$ cat config.mk
export PLATFORM = sky130hd
export DESIGN_NAME = uart_tx_bridge
export DESIGN_NICKNAME = d
export VERILOG_FILES = /design/src/rtl/uart_tx_bridge.sv
export SDC_FILE = /design/constraint.sdc
export NUM_CORES = 1
export LEC_CHECK = 0
export ABC_AREA = 1
export CORE_ASPECT_RATIO = 1.5
export CORE_UTILIZATION = 45
export CTS_CLUSTER_DIAMETER = 60
export DETAILED_ROUTE_END_ITERATION = 10
export PLACE_DENSITY = 0.69
export SLEW_MARGIN = 20
export SYNTH_ARGS = -nofsm -noshare
export SYNTH_HDL_FRONTEND = slang
export SYNTH_SLANG_ARGS = --single-unit
export TNS_END_PERCENT = 100
$ cat constraint.sdc
create_clock -name clk -period 2.97 [get_ports clk]
set_input_delay 0.4455 -clock clk [delete_from_list [all_inputs] [get_ports clk]]
set_output_delay 0.4455 -clock clk [all_outputs]
set_load 0.01 [all_outputs]
$ cat src/rtl/uart_tx_bridge.sv
// USB OUT byte stream to 8N1 UART transmitter with a power-of-two byte FIFO.
// Define UART_TX_PARITY_EN to insert an even-parity bit after the data bits.
`timescale 1ns/1ps
module uart_tx_bridge #(
  parameter int unsigned DIV   = 104,
  parameter int unsigned DEPTH = 16
) (
  input  logic       clk,
  input  logic       rst,
  input  logic       rxact,
  input  logic       rxval,
  input  logic [7:0] rxdat,
  output logic       rxrdy,
  output logic       uart_txd,
  output logic       busy
);

  localparam int unsigned AW = $clog2(DEPTH);
  localparam int unsigned CW = AW + 1;
  localparam int unsigned BW = $clog2(DIV);
  localparam logic [BW-1:0] BAUD_LAST = BW'(DIV - 1);
  localparam logic [CW-1:0] FULL      = CW'(DEPTH);

  typedef enum logic [2:0] {
    IDLE,
    START,
    DATA,
`ifdef UART_TX_PARITY_EN
    PARITY,
`endif
    STOP
  } state_t;

  logic [7:0]    mem_q [DEPTH];
  logic [AW-1:0] wptr_q, rptr_q;
  logic [CW-1:0] count_q, count_d;
  state_t        state_q;
  logic [BW-1:0] baud_q;
  logic [2:0]    bit_q;
  logic [7:0]    shreg_q;
  logic          txd_q;
  logic          push, pop, baud_end;
  logic [7:0]    head;

  assign rxrdy    = !rst && (count_q != FULL);
  assign push     = rxact && rxval && rxrdy;
  assign baud_end = (baud_q == BAUD_LAST);
  // The serializer takes the head either from idle or at the very end of a stop bit.
  assign pop      = (count_q != '0) &&
                    ((state_q == IDLE) || ((state_q == STOP) && baud_end));
  assign head     = mem_q[rptr_q];
  assign busy     = (state_q != IDLE) || (count_q != '0);
  assign uart_txd = txd_q;

  always_comb begin
    count_d = count_q;
    if (push && !pop)
      count_d = count_q + CW'(1);
    else if (pop && !push)
      count_d = count_q - CW'(1);
  end

  always_ff @(posedge clk) begin
    if (push)
      mem_q[wptr_q] <= rxdat;
  end

  always_ff @(posedge clk or posedge rst) begin
    if (rst) begin
      wptr_q  <= '0;
      rptr_q  <= '0;
      count_q <= '0;
    end else begin
      if (push)
        wptr_q <= wptr_q + AW'(1);
      if (pop)
        rptr_q <= rptr_q + AW'(1);
      count_q <= count_d;
    end
  end

  always_ff @(posedge clk or posedge rst) begin
    if (rst) begin
      state_q <= IDLE;
      baud_q  <= '0;
      bit_q   <= '0;
      shreg_q <= '0;
      txd_q   <= 1'b1;
    end else begin
      case (state_q)
        IDLE: begin
          baud_q <= '0;
          txd_q  <= 1'b1;
          if (pop) begin
            shreg_q <= head;
            state_q <= START;
            txd_q   <= 1'b0;
          end
        end
        START: begin
          if (baud_end) begin
            baud_q  <= '0;
            bit_q   <= '0;
            state_q <= DATA;
            txd_q   <= shreg_q[0];
          end else begin
            baud_q <= baud_q + BW'(1);
          end
        end
        DATA: begin
          // Data stays unshifted so the parity bit can still see all eight bits.
          if (baud_end) begin
            baud_q <= '0;
            if (bit_q == 3'd7) begin
`ifdef UART_TX_PARITY_EN
              state_q <= PARITY;
              txd_q   <= ^shreg_q;
`else
              state_q <= STOP;
              txd_q   <= 1'b1;
`endif
            end else begin
              bit_q <= bit_q + 3'd1;
              txd_q <= shreg_q[bit_q + 3'd1];
            end
          end else begin
            baud_q <= baud_q + BW'(1);
          end
        end
`ifdef UART_TX_PARITY_EN
        PARITY: begin
          if (baud_end) begin
            baud_q  <= '0;
            state_q <= STOP;
            txd_q   <= 1'b1;
          end else begin
            baud_q <= baud_q + BW'(1);
          end
        end
`endif
        STOP: begin
          if (baud_end) begin
            baud_q <= '0;
            if (pop) begin
              shreg_q <= head;
              state_q <= START;
              txd_q   <= 1'b0;
            end else begin
              state_q <= IDLE;
              txd_q   <= 1'b1;
            end
          end else begin
            baud_q <= baud_q + BW'(1);
          end
        end
        default: begin
          state_q <= IDLE;
          baud_q  <= '0;
          txd_q   <= 1'b1;
        end
      endcase
    end
  end

endmodule

# Yosys cells after proc, flatten, opt, wreduce, memory -nomap -nowiden
# Memory sizes are Yosys's and may differ from the RTL's.
# Index checks and enable logic that the tools add are counted.
# classes
add_sub_neg	6
multipliers	0
div_mod_pow	0
n_lt_le_gt_ge	1
eq_ne	12
shift	0
muxes	28
n_bitwise	0
n_reduce_logical	23
# ops
cell	count
two-way mux 3 bit	8
two-way mux 8 bit	2
case mux 8 bit (2 select lines)	1
two-way mux 7 bit	2
!= test 2 bit (second input constant)	6
case mux 3 bit (4 select lines)	1
two-way mux 5 bit	2
two-way mux 1 bit	9
adder 4 x 1 -> 4 bit (second input constant)	2
adder 7 x 1 -> 7 bit (second input constant)	1
equality test 7 bit (second input constant)	1
logical AND 1 bit	7
equality test 3 x 2 -> 1 bit (second input constant)	2
case mux 3 bit (2 select lines)	1
nonzero test 2 bit	3
adder 5 x 1 -> 5 bit (second input constant)	1
!= test 5 bit (second input constant)	1
AND reduction 5 bit	1
nonzero test 5 bit	1
subtractor 5 x 1 -> 5 bit (second input constant)	1
less-than comparator 3 x 4 -> 1 bit (second input constant)	1
case mux 1 bit (4 select lines)	1
AND reduction 4 bit	1
adder 3 x 1 -> 3 bit (second input constant)	1
other kinds (10)	13
# word_totals
reg_bits	35
latchBits	0
ram_bits	128
romBits	0
input_bits	12
out_inout_bits	3
memories	1
# mem_list
memory	depth	width	read_ports	rd_clocked_by_memory_dff	wr	line_no	source
mem_q	16	8	1	0	1	34	logic [7:0] mem_q [DEPTH];

# Longest topological paths before layout
# logic_depth
depth_word	7
ltp_mapped	16

# Worst setup path after synthesis
# OpenSTA, ideal clock, no wires.
# synth_path
path_kind	input port to flip-flop
startpoint	input rst
endpoint	register count_q[4]
setup_ns	0.121
arrival_ns	2.869
t_required_ns	2.849
path_slack_ns	-0.020
cell_stages	14
cell_sequence	inv_1 -> o21ai_1 -> inv_1 -> nand2_2 -> inv_2 -> ha_1 -> inv_1 -> fa_1 -> a21oi_1 -> o21bai_1 -> a21oi_1 -> o21ai_0 -> nand2_1 -> nand2_1
# synth_between
elab_chain_cells	6
elab_cells_between_ends	8
# synth_rtl
item	line_no	source
from (decl)	9	input logic rst,
logical NOT 1 bit (no source line) (*)	n/a	
logical AND 1 bit (*)	45	assign rxrdy = !rst && (count_q != FULL);
named net rxrdy	13	output logic rxrdy,
logical AND 1 bit (*)	46	assign push = rxact && rxval && rxrdy;
named net push	42	logic push, pop, baud_end;
logical NOT 1 bit	59	else if (pop && !push)
logical AND 1 bit	59	
nonzero test 2 bit (no source line)	n/a	
to (signal assigned)	78	count_q <= count_d;
to (decl)	36	logic [CW-1:0] count_q, count_d;
# Mark *: on every way through the listed nets, which the timed path passes. The rest lies on a longest branch.
# A chain may end at the register's enable or synchronous reset.

# Final worst setup path
# layout_path
startpoint	register state_q[0]
endpoint	register count_q[4]
# layout_between
elab_chain_cells	7
elab_cells_between_ends	10
# layout_rtl
item	line_no	source
from (decl)	37	state_t state_q;
from (signal assigned)	84	state_q <= IDLE;
from (signal assigned)	96	state_q <= START;
from (signal assigned)	104	state_q <= DATA;
equality test 3 x 2 -> 1 bit	50	((state_q == IDLE) || ((state_q == STOP) && baud_end));
logical AND 1 bit	50	
logical OR 1 bit (*)	50	
logical AND 1 bit (*)	49	assign pop = (count_q != '0) &&
logical NOT 1 bit	57	if (push && !pop)
logical AND 1 bit	57	
two-way mux 5 bit or nonzero test 2 bit (tied branches)	n/a	
# Every way passes the cells marked *; elsewhere a longest branch is shown, timed or not.

==> reports/metrics.yaml <==
synth_cell_types: 37
cp_slowest_cell: "fa_1"
routed_wl_mm: 14.6
cp_common_cell: "nand2_1"
ys_warn_count: 0
worstPathCellList: "inv_1 > ha_1 > inv_1 > nand2_1 > nand3_4 > ha_1 > inv_2 > fa_1 > a21oi_1 > o21bai_1 > a21oi_1 > o21ai_0 > nand2_1 > nand2_1"
critical_path_arrival_ps: 2990
area_growth_pct: 14.2
setup_viol: 0
multi_input_area_um2: 2140
io-pin-count: 15
die_area_um2: 16400
worst_setup_path_start_kind: "flip-flop"
cts-root-buf: "clkbuf_16"
gp_congestion: 0.835
hold-worst-slack_ps: 474
pwr-share-clk: 0.421
antenna_found_initial: 0
synth-main-ff-cell: "edfxtp_1"
cap_violations: 0
synth_top_area_frac: 0.538
min_period_ps: 2690
skew_ps: 8.46
async_reset_ff_frac: 0.210
p_per_area_nw_per_um2: 648
tns_ps: 0
p_sw_frac: 0.248
hp-class: "reg2reg"
finalPower_uw: 5290
post_cts_buffers: 0
drt_iter0_markers: 341
netlist_area_um2: 7150
die_h_um: 156
synth_edf_count: 128
rsz0062_at_grt: "false"
tightest_slew_ps: 749
coreArea_um2: 15600
ff_latch_area_um2: 4700
period_share: 0.905
yosys.area.top_type: "edfxtp_1"
cts_buffers: 17
clk_latency_ps: 420
ctsHoldBuffers: 0
crit_path_max_fanout: 16
dp_cells: 880
place.port_buffers: 14
cts_sinks: 162
max_freq_ghz: 0.372
status: "complete, no violations"
finalHoldViolations: 0
wl_per_cell_um: 16.0
netlist_top_cells_count: "edfxtp_1 (128), nand2_1 (128), nor2_1 (111)"
avgSynthCellArea_um2: 10.7
crit_path_max_incr_delay_ps: 410
rows: 56
via_per_inst: 5.30
endpoint_kind: "flip-flop"
die_w_um: 105
crit_type: "reg2reg"
htreeDepth: 4
syn-num-nets: 696
path_clk_slew_ps: 60
antenna_cells: 0
maxSlewViolCount: 0
fillers: 1354
vias: 4834
grt_pass1_vias: 4901
gr-total-overflow: 0
grt_max_degree: 67
ys_ff_latch: 162
final_antenna_net_count: 0
power.switching_uw: 1310
hpwlAfterDp_mm: 9.82
grt_usage: 0.191
layout-drive-gt1-share: 0.103
drc_errors: 0
vdd_ir_drop_max_mv: 0.349
clockBufferDepth: 2
p_comb_frac: 0.083
critPathRequiredTime_ps: 3280
pwr-share-seq: 0.496
initial_core_util: 0.460
fin_cells: 912
num-nets-final: 725
cellLeakagePower_uw: 0.00307
slew_headroom: 0.500
synthTopCellsByArea: "edfxtp_1 (54%), dfrtp_1 (12%), nand2_1 (6.7%), nor2_1 (5.8%), nand3_1 (4.6%)"
first_pass_iters: 5
post_synth_inst_count: 667
cts_tree: "done"
seq_area_frac_synth: 0.657
grt_first_pass_wirelength_mm: 24.0
power.internal_uw: 3980
-- repair_timing --
item                                    4_1_cts  5_1_grt
gates resized for setup                       0        1
endpoints found under the setup margin        0        1
hold endpoints to repair                      0        0
-- layer usage --
metal,wire [um],global-route usage
met1,5580,0.205
met4,392,0.0926
met5,0,0
met2,8040,0.363
met3,577,0.0308
-- placed cells by master (no fill, tap or decap), drive strengths merged --
master         synthesis  layout
a21oi                 11      11
a31oi                  1       1
buf                   23      23
bufinv                 0       2
clkbuf                 4      17
clkdlybuf4s50          0      14
clkinv                 1       2
clkinvlp               0       2
dfrtp                 33      33
dfstp                  1       1
edfxtp               128     128
fa                     1       1
ha                    16      16
inv                   36      46
nand2                133     133
nand3                 67      67
nand3b                 1       1
nand4                  2       2
nor2                 113     113
nor3                  14      14
nor3b                  1       1
o211ai                 1       1
o21a                   1       1
o21ai                 69      69
o21bai                 2       2
o31ai                  1       1
or2                    1       1
xnor2                  1       1
xor2                   5       5
-- cell families after synthesis --
group | synth area share
adders and majority gates | 0.0308
AOI/OAI and AO/OA | 0.0621
xor gates and xnor gates | 0.00735
and+or+nand+nor | 0.198
DFF | 0.657
buffers and inverters | 0.0443
-- through the flow --
step | cell area, um2 | setup slack (ps) | utilization
floorplan | 7150 | 197 | -
global placement | 7550 | 206 | 0.486
detailed placement | 7550 | 122 | 0.486
CTS | 8160 | 254 | 0.525
global route | 8160 | 12.7 | 0.525
finish | 8160 | 283 | 0.525
-- final cells by class --
cell class                 count  area share
clock inverter                15      0.0225
timing repair buffer          37      0.0398
clock buffer                  17      0.0521
multi-input combinational    441       0.262
inverter                      37      0.0175
sequential                   162       0.575
tap                          203      0.0311
-- worst max-delay path: cells and delay by family (launching register included) --
family	cells	cell delay [ps]
fa+ha+maj	3	850
compound gates	4	560
buf+inv	3	300
flops	1	400
simple gates	4	470
-- power groups by stage --
stage | clock, uW | sequential [uW] | combinational [uW]
floorplan | 0 | 2650 | 289
global placement | 0 | 2660 | 400
detailed placement | 0 | 2670 | 435
CTS | 2260 | 2620 | 437
global route | 2350 | 2640 | 488
finish | 2230 | 2630 | 437
-- worst paths after layout --
path | startpoint | endpoint | slack [ps] | cells past startpoint
max in group asynchronous | rst | uart_txd | 2110 | 3
max reg2reg | state_q[0] | count_q[4] | 280 | 14
min reg2reg | baud_q[0] | baud_q[0] | 470 | 1
min in group asynchronous | rst | wptr_q[2] | 520 | 3
min | baud_q[0] | baud_q[0] | 470 | 1
max | state_q[0] | count_q[4] | 280 | 14
-- state kept, by name, indices dropped and copies added, names as in the netlist --
signal and count:
baud_q 7, bit_q 3, count_q 5, mem_q 128
rptr_q 4, shreg_q 8, state_q 2, uart_txd 1
wptr_q 4
Power figures use the tool's default switching activity.
